$ cat src/rtl/rf_op_sequencer_pkg.sv
// Shared definitions for the register-file operation sequencer: default widths,
// ALU opcodes and the sequencer FSM state encoding.
package rf_op_sequencer_pkg;

  localparam int DW_DEF = 16;
  localparam int AW_DEF = 3;

  localparam logic [2:0] OP_PASS = 3'b000;
  localparam logic [2:0] OP_ADD  = 3'b001;
  localparam logic [2:0] OP_SUB  = 3'b010;
  localparam logic [2:0] OP_AND  = 3'b011;
  localparam logic [2:0] OP_OR   = 3'b100;
  localparam logic [2:0] OP_XOR  = 3'b101;
  localparam logic [2:0] OP_LDI  = 3'b110;
  localparam logic [2:0] OP_CLR  = 3'b111;

  typedef enum logic [2:0] {
    ST_IDLE  = 3'd0,
    ST_READ  = 3'd1,
    ST_EXEC  = 3'd2,
    ST_WRITE = 3'd3,
    ST_CLEAR = 3'd4
  } state_t;

endpackage

$ cat src/rtl/rf_op_sequencer_alu.sv
// Combinational ALU for the sequencer. Produces a DW+1 bit result whose top bit is
// the carry for ADD, the borrow for SUB, and zero for every other operation.
module rf_op_sequencer_alu
  import rf_op_sequencer_pkg::*;
#(
  parameter int DW = DW_DEF
) (
  input  logic [2:0]    op,
  input  logic [DW-1:0] a,
  input  logic [DW-1:0] b,
  input  logic [DW-1:0] imm,
  output logic [DW:0]   result
);

  // Select the operation; zero-extended operands make bit DW the carry/borrow.
  always_comb begin
    result = '0;
    case (op)
      OP_PASS: result = {1'b0, a};
      OP_ADD:  result = {1'b0, a} + {1'b0, b};
      OP_SUB:  result = {1'b0, a} - {1'b0, b};
      OP_AND:  result = {1'b0, a & b};
      OP_OR:   result = {1'b0, a | b};
      OP_XOR:  result = {1'b0, a ^ b};
      OP_LDI:  result = {1'b0, imm};
      default: result = '0;
    endcase
  end

endmodule

$ cat src/rtl/rf_op_sequencer.sv
// Initiator side of the 8x16 register file. Accepts one ALU command per handshake,
// reads both operands, computes the result and issues one write-back; CLR sweeps
// zeros into every register, one per cycle. All outputs are registered.
module rf_op_sequencer
  import rf_op_sequencer_pkg::*;
#(
  parameter int DW = DW_DEF,
  parameter int AW = AW_DEF
) (
  input  logic          clk,
  input  logic          reset,
  input  logic          cmd_valid,
  output logic          cmd_ready,
  input  logic [2:0]    cmd_op,
  input  logic [AW-1:0] cmd_dst,
  input  logic [AW-1:0] cmd_srca,
  input  logic [AW-1:0] cmd_srcb,
  input  logic [DW-1:0] cmd_imm,
  output logic [AW-1:0] R_Adr,
  output logic [AW-1:0] S_Adr,
  input  logic [DW-1:0] R,
  input  logic [DW-1:0] S,
  output logic [AW-1:0] W_Adr,
  output logic          we,
  output logic [DW-1:0] W,
  output logic          done,
  output logic          zf,
  output logic          cf
);

  localparam logic [AW-1:0] LAST_ADR = '1;

  state_t        state, state_nx;
  logic          accept;
  logic          cmd_ready_nx, we_nx, done_nx, zf_nx, cf_nx;
  logic [AW-1:0] r_adr_nx, s_adr_nx, w_adr_nx;
  logic [AW-1:0] clr_cnt, clr_cnt_nx;
  logic [DW-1:0] w_nx;

  logic [2:0]    op_p0;
  logic [AW-1:0] dst_p0;
  logic [DW-1:0] imm_p0;
  logic [DW-1:0] opa_p1, opb_p1;
  logic [DW:0]   alu_res;

  function automatic logic is_zero(input logic [DW-1:0] v);
    return (v == '0);
  endfunction

  assign accept = cmd_valid & cmd_ready;

  rf_op_sequencer_alu #(.DW(DW)) u_alu (
    .op     (op_p0),
    .a      (opa_p1),
    .b      (opb_p1),
    .imm    (imm_p0),
    .result (alu_res)
  );

  // Stage p0: latch the command fields at the accept edge.
  // Stage p1: capture both read ports once the addresses have been presented.
  always_ff @(posedge clk) begin
    if (accept) begin
      op_p0  <= cmd_op;
      dst_p0 <= cmd_dst;
      imm_p0 <= cmd_imm;
    end
    if (state == ST_READ) begin
      opa_p1 <= R;
      opb_p1 <= S;
    end
  end

  // Next-state and next-output logic; outputs hold by default, strobes default low.
  always_comb begin
    state_nx     = state;
    cmd_ready_nx = cmd_ready;
    we_nx        = 1'b0;
    done_nx      = 1'b0;
    zf_nx        = zf;
    cf_nx        = cf;
    r_adr_nx     = R_Adr;
    s_adr_nx     = S_Adr;
    w_adr_nx     = W_Adr;
    w_nx         = W;
    clr_cnt_nx   = clr_cnt;
    case (state)
      ST_IDLE: begin
        if (accept) begin
          cmd_ready_nx = 1'b0;
          if (cmd_op == OP_CLR) begin
            state_nx   = ST_CLEAR;
            clr_cnt_nx = '0;
            we_nx      = 1'b1;
            w_adr_nx   = '0;
            w_nx       = '0;
          end else begin
            state_nx = ST_READ;
            r_adr_nx = cmd_srca;
            s_adr_nx = cmd_srcb;
          end
        end
      end
      ST_READ: begin
        state_nx = ST_EXEC;
      end
      ST_EXEC: begin
        state_nx = ST_WRITE;
        we_nx    = 1'b1;
        done_nx  = 1'b1;
        w_adr_nx = dst_p0;
        w_nx     = alu_res[DW-1:0];
        zf_nx    = is_zero(alu_res[DW-1:0]);
        cf_nx    = alu_res[DW];
      end
      ST_WRITE: begin
        state_nx     = ST_IDLE;
        cmd_ready_nx = 1'b1;
      end
      ST_CLEAR: begin
        // The counter wraps 7->0 on the last write and is not used again.
        clr_cnt_nx = clr_cnt + AW'(1);
        if (clr_cnt == LAST_ADR) begin
          state_nx     = ST_IDLE;
          cmd_ready_nx = 1'b1;
          zf_nx        = 1'b1;
          cf_nx        = 1'b0;
        end else begin
          we_nx    = 1'b1;
          w_adr_nx = clr_cnt_nx;
          done_nx  = (clr_cnt_nx == LAST_ADR);
        end
      end
      default: begin
        state_nx     = ST_IDLE;
        cmd_ready_nx = 1'b1;
      end
    endcase
  end

  // Control and output registers; reset aborts any command in flight.
  always_ff @(posedge clk or posedge reset) begin
    if (reset) begin
      state     <= ST_IDLE;
      cmd_ready <= 1'b1;
      we        <= 1'b0;
      done      <= 1'b0;
      zf        <= 1'b0;
      cf        <= 1'b0;
      R_Adr     <= '0;
      S_Adr     <= '0;
      W_Adr     <= '0;
      W         <= '0;
      clr_cnt   <= '0;
    end else begin
      state     <= state_nx;
      cmd_ready <= cmd_ready_nx;
      we        <= we_nx;
      done      <= done_nx;
      zf        <= zf_nx;
      cf        <= cf_nx;
      R_Adr     <= r_adr_nx;
      S_Adr     <= s_adr_nx;
      W_Adr     <= w_adr_nx;
      W         <= w_nx;
      clr_cnt   <= clr_cnt_nx;
    end
  end

endmodule

$ cat config.mk
export PLATFORM = sky130hd
export DESIGN_NAME = rf_op_sequencer
export DESIGN_NICKNAME = d
export VERILOG_FILES = /design/src/rtl/rf_op_sequencer_pkg.sv /design/src/rtl/rf_op_sequencer_alu.sv /design/src/rtl/rf_op_sequencer.sv
export SDC_FILE = /design/constraint.sdc
export NUM_CORES = 1
export LEC_CHECK = 0
export ABC_AREA = 1
export ABC_CLOCK_PERIOD_IN_PS = 3800
export CAP_MARGIN = 30
export CORE_MARGIN = 3
export CORE_UTILIZATION = 45
export CTS_BUF_LIST = sky130_fd_sc_hd__clkbuf_8
export DETAILED_ROUTE_END_ITERATION = 10
export PLACE_DENSITY = 0.69
export SYNTH_ARGS = -nofsm -noshare
export SYNTH_HDL_FRONTEND = slang
export SYNTH_HIERARCHICAL = 1
export SYNTH_SLANG_ARGS = --single-unit
$ cat constraint.sdc
create_clock -name clk -period 3.8 [get_ports clk]
set_input_delay 0.95 -clock clk [delete_from_list [all_inputs] [get_ports clk]]
set_output_delay 0.95 -clock clk [all_outputs]
set_load 0.01 [all_outputs]
Word level (Yosys, flattened, before mapping)

Cells that the tools add are included.

Output and inout bits: 30
Register bits after elaboration: 90
Logic and storage cells: 81
Input port bits: 63

Mux-type cells: 25
Bitwise operators: 6
$add $sub $neg: 3
Equal/unequal tests: 16
Reductions and logical operators: 15

Operators with widths:

| cell                                                             | count |
|---|---|
| 17-bit one-hot mux with 7 select lines                           | 1 |
| 16-bit 2-to-1 mux                                                | 2 |
| 16-bit one-hot mux with 2 select lines                           | 1 |
| 3-bit == test (second input constant)                            | 7 |
| 3-bit 2-to-1 mux                                                 | 6 |
| 16-bit by 16-bit adder with 17-bit output                        | 1 |
| 16-bit by 16-bit subtractor with 17-bit output                   | 1 |
| 16-bit bitwise AND                                               | 1 |
| 16-bit logical NOT                                               | 1 |
| 16-bit OR                                                        | 1 |
| 16-bit XOR                                                       | 1 |
| 3-bit one-hot mux with 4 select lines                            | 1 |
| 3-bit AND reduction                                              | 4 |
| 3-bit by 2-bit == test with 1-bit output (second input constant) | 3 |
| 3-bit one-hot mux with 3 select lines                            | 1 |
| 2-bit inequality test (second input constant)                    | 4 |
| 1-bit 2-to-1 mux                                                 | 7 |
| 3-bit by 1-bit == test with 1-bit output (second input constant) | 2 |
| 3-bit logical NOT                                                | 2 |
| 1-bit one-hot mux with 2 select lines                            | 3 |
| 1-bit one-hot mux with 3 select lines                            | 2 |
| 3-bit one-hot mux with 2 select lines                            | 1 |
| 2-bit nonzero test                                               | 3 |
| 2-bit AND reduction                                              | 2 |
| 6 further kinds                                                  | 7 |

Depth between registers and ports, before layout

Depth after elaboration: 4
Mapped depth: 24

Modules after synthesis

Netlist, hierarchy kept.

By module, submodules not included:

| module              | sequential area each (µm²) | instances | cells an instance | area each (µm²) |
|---|---|---|---|---|
| rf_op_sequencer     | 2523.7                     | 1         | 256               | 3316.9 |
| rf_op_sequencer_alu | 0.0                        | 1         | 499               | 2701.3 |

Least setup slack after synthesis

OpenSTA, ideal clock, no wires.

Path kind: register to register
Start point: register opb_p1[1]
End point: register zf
Library setup time: 77 ps
Buffers on the path: 0
Data required time: 3723 ps
Slack: 1139 ps
Data arrival time: 2584 ps
Stages on the path, launching flop included: 22
Cells stage by stage: edfxtp_1 > inv_1 > ha_1 > nand3_1 > nor3_2 > or2_1 > xor2_1 > inv_1 > ha_1 > nand2_1 > inv_1 > a21oi_1 > nand2_1 > nand2_1 > nand3_1 > nand3_1 > nand2_1 > nor2_1 > nand2_1 > nor2_1 > nand2_1 > a21oi_1

Cells in the longest elaborated chain, start to end: 4
Elaborated cells between the ends (all ways): 8

Ends and longest elaborated chain:

| item                                                                                                        | RTL line                                             | source |
|---|---|---|
| start: declaration                                                                                          | rf_op_sequencer.sv:43                                | `logic [DW-1:0] opa_p1, opb_p1;` |
| start signal: assignment                                                                                    | rf_op_sequencer.sv:70                                | `opb_p1 <= S;` |
| 16-bit by 16-bit subtractor with 17-bit output or 16-bit by 16-bit adder with 17-bit output (tied branches) | rf_op_sequencer_alu.sv:21, rf_op_sequencer_alu.sv:20 |  |
| 17-bit one-hot mux with 7 select lines (*)                                                                  | rf_op_sequencer_alu.sv:18                            | `case (op)` |
| net alu_res[15]                                                                                             | rf_op_sequencer.sv:44                                | `logic [DW:0] alu_res;` |
| 16-bit logical NOT (*)                                                                                      | rf_op_sequencer.sv:47                                | `return (v == '0);` |
| 1-bit one-hot mux with 2 select lines (*)                                                                   | rf_op_sequencer.sv:87                                | `case (state)` |
| end signal: assignment                                                                                      | rf_op_sequencer.sv:160                               | `zf <= zf_nx;` |
| end: declaration                                                                                            | rf_op_sequencer.sv:27                                | `output logic zf,` |

The timed path passes the listed nets; every way through them passes the cells marked *.
A chain may end at the register's enable or synchronous reset.

Worst setup path after layout

Start point: register op_p0[0]
End point: register zf

Cells in the longest elaborated chain, start to end: 4
Elaborated cells between the ends (all ways): 10

Ends and longest elaborated chain:

| item                                        | RTL line                  | source |
|---|---|---|
| start: declaration                          | rf_op_sequencer.sv:40     | `logic [2:0] op_p0;` |
| start signal: assignment                    | rf_op_sequencer.sv:64     | `op_p0 <= cmd_op;` |
| 3-bit == test, or another cell as far along | rf_op_sequencer_alu.sv:18 |  |
| 17-bit one-hot mux with 7 select lines (*)  | rf_op_sequencer_alu.sv:18 |  |
| net alu_res[5]                              | rf_op_sequencer.sv:44     |  |
| 16-bit logical NOT (*)                      | rf_op_sequencer.sv:47     |  |
| 1-bit one-hot mux with 2 select lines (*)   | rf_op_sequencer.sv:87     |  |

Marked as above.

==> results.toml <==
[yosys]
synth_edf_count = 54
synth_top_family_by_area = "simple AND/OR/NAND/NOR gates"
synth_xor_area_frac = 0.0175
ys_seq_area_frac = 0.419
postSynthAreaPerCell_sq_um = 7.97
synth.top_cell.area_share = 0.269
yosys.area_share.simple = 0.305
synth_flop_cell = "edfxtp_1"
synth_area_leaders = "edfxtp_1, dfrtp_1, nand2_1"
synth-compound-area-share = 0.0536
syn_inst = 755
netlist_area_sq_um = 6020
syn_nets = 871
synth.area.mux_share = 0
ys_warn_count = 6
yosysTopAreaCell = "edfxtp_1"
ys_async_sr_fraction = 0.400
yosysUniqueCellTypes = 42
synthAdderAreaFrac = 0.111
synth_seq_cells = 90

[timing]
fin_crit_ns = 3.37
fin_tns_setup_ns = 0
maxSlewViolCount = 0
finalClockSkew_ns = 0.0137
rsz0062_at_grt = "false"
fmax_ghz = 0.297
min_period_over_period = 0.886
hold_violations = 0
setup_ws_ns = 0.433
slew_headroom = 0.532
setup_viol = 0
worst_pin_slew_ns = 0.700

[cells_and_area]
drive_gt1_frac = 0.0590
stdcell_area_sq_um = 7240
n_antenna_cell = 0
multi_input_area_sq_um = 2930
layout_common_cells = "nand2_1, inv_1, nand3_1"
syn2layout_area_growth_pct = 20.3
final_common_cell = "nand2_1"
n_fill_cell = 1239
nets = 959
regArea_sq_um = 2520

[floorplan]
die_h_um = 122
core_area_sq_um = 12800
rows = 41
die_x_um = 122
die_area_sq_um = 14800
start_util = 0.469
ios = 93

[setup_path]
cp_num_buf_inv = 3
crit_path_end_kind = "flop"
cp_top_family = "simple AND/OR/NAND/NOR gates"
crit_type = "reg2reg"
cp_slowest_cell = "edfxtp_1"
worst-path-max-fanout = 17
arrival_ns = 3.65
cp_cell_sequence = "nor2_4 -> nand2_4 -> inv_4 -> or2_1 -> xor2_1 -> inv_1 -> ha_1 -> nand2_1 -> inv_1 -> nand2_1 -> nand3_1 -> xor2_1 -> nand2_1 -> nand3_1 -> nor2_1 -> nand2_1 -> nor2_1 -> nand2_1 -> a21oi_1"
cp_common_cell = "nand2_1"
critPathLaunchType = "flop"
critPathMaxStageDelay_ns = 0.47
worst_ep_required_time_ns = 4.09

[drt]
via_per_inst = 5.06
drc = 0
dr.pass1.iters = 5
vias = 5165
detail-route-antenna-nets = 0
drt_iter0_markers = 441
wire_per_inst_um = 14.9
drt-total-wl_um = 15200

[hold_path]
hold_class = "reg2reg"

[global_route]
antenna_found_initial = 0
grtUsageTotal = 0.214
grt.overflow.total = 0
grt_pass1_vias = 4975
grt_pass1_wl_um = 24800
grt_max_degree = 37

[clocking]
cts_num_sinks = 90
post_cts_buffers = 0
clkLatencyLatePin_ns = 0.37
htreeDepth = 3
clockBufferDepth = 2
cts_tree = "built"
cts-root-buf = "clkbuf_8"
postCtsHoldBufs = 0
cts_made_buffers = 9
cts.repair.resized = 0
path_clk_slew_ns = 0.09

[flow_run]
cap_violations = 0

[placement]
pre_cts_ws_ns = 0.492
portBuffers = 92
post-dp-hpwl_um = 12100
placed_cell_area_sq_um = 7040
gp_congestion = 0.916

[run_status]
status = "completed"

[power_and_ir_drop]
p_leak_uw = 0.00356
power_density_nw_per_um2 = 663
peakVddDrop_uv = 304
[tightest hold or removal path: cells and delay by family, from the launching register on]
kind / cells / cell delay, ns
flops: 1 / 0.35
compound gates: 1 / 0.07
simple gates: 1 / 0.05
[final timing paths]
path | from | endpoint | slack [ns] | cells past startpoint
max | op_p0[0] | zf | 0.43 | 19
min | R_Adr[0] | R_Adr[0] | 0.50 | 2
max reg2reg | op_p0[0] | zf | 0.43 | 19
min reg2reg | R_Adr[0] | R_Adr[0] | 0.50 | 2
max in group asynchronous | reset | cmd_ready | 2.46 | 3
min in group asynchronous | reset | W[11] | 0.98 | 3
[cell families after synthesis]
| family | count (synthesis) |
|---|---|
| buf+inv | 129 |
| compound gates | 50 |
| flops | 90 |
| fa+ha+maj | 53 |
| simple gates | 421 |
| xor+xnor | 12 |
[metrics by stage]
| stage | std cells | utilization | total power (uW) | hold slack, ns |
|---|---|---|---|---|
| 5_1_grt | 1020 | 0.565 | 5250 | 0.521 |
| 6_report | 1020 | 0.565 | 4800 | 0.496 |
| 3_3_place_gp | 1004 | 0.549 | 4080 | 0.463 |
| 3_5_place_dp | 1004 | 0.549 | 4150 | 0.478 |
| 4_1_cts | 1020 | 0.565 | 4840 | 0.499 |
| 2_1_floorplan | 755 | - | 3280 | 0.448 |
[power by group]
part	leakage (uW)	internal (uW)	switching, uW
clock network	0.000108	324	355
registers	0.000964	1380	214
logic	0.00249	955	1580
total	0.00356	2660	2150
[flip-flops by register name, summed over array words and instances, names as in the netlist]
name,flops
clr_cnt,3
R_Adr,3
opb_p1,16
we,1
done,1
cmd_ready,1
dst_p0,3
S_Adr,3
op_p0,3
W_Adr,3
zf,1
cf,1
opa_p1,16
imm_p0,16
W,16
state,3
[routing by layer]
metal / GRT usage / up-vias / routed length [um]
met2: 0.343 / 166 / 7070
li1: - / 2620 / -
met1: 0.301 / 2366 / 7060
met3: 0.0334 / 13 / 934
met4: 0.0658 / 0 / 188
met5: 0 / - / 0
[area by class of cell]
class	instances	share of cell area
tap	172	0.0297
inverter	110	0.0574
timing repair buffer	96	0.131
sequential	90	0.349
multi-input combinational	536	0.405
clock buffer	10	0.0190
clock inverter	6	0.00899
[synthesized netlist by cell type, types with 6 or more instances]
master    instances
xor2_1           12
nand2_1         224
o21ai_1           8
nand4_1           7
ha_1             52
buf_2             6
nand3_1         100
nor3_1            9
nor2_1           58
dfrtp_1          35
inv_1           101
buf_6             7
a21oi_1          14
edfxtp_1         54
o21ai_0           8
inv_2             7
Power figures use the tool's default switching activity.
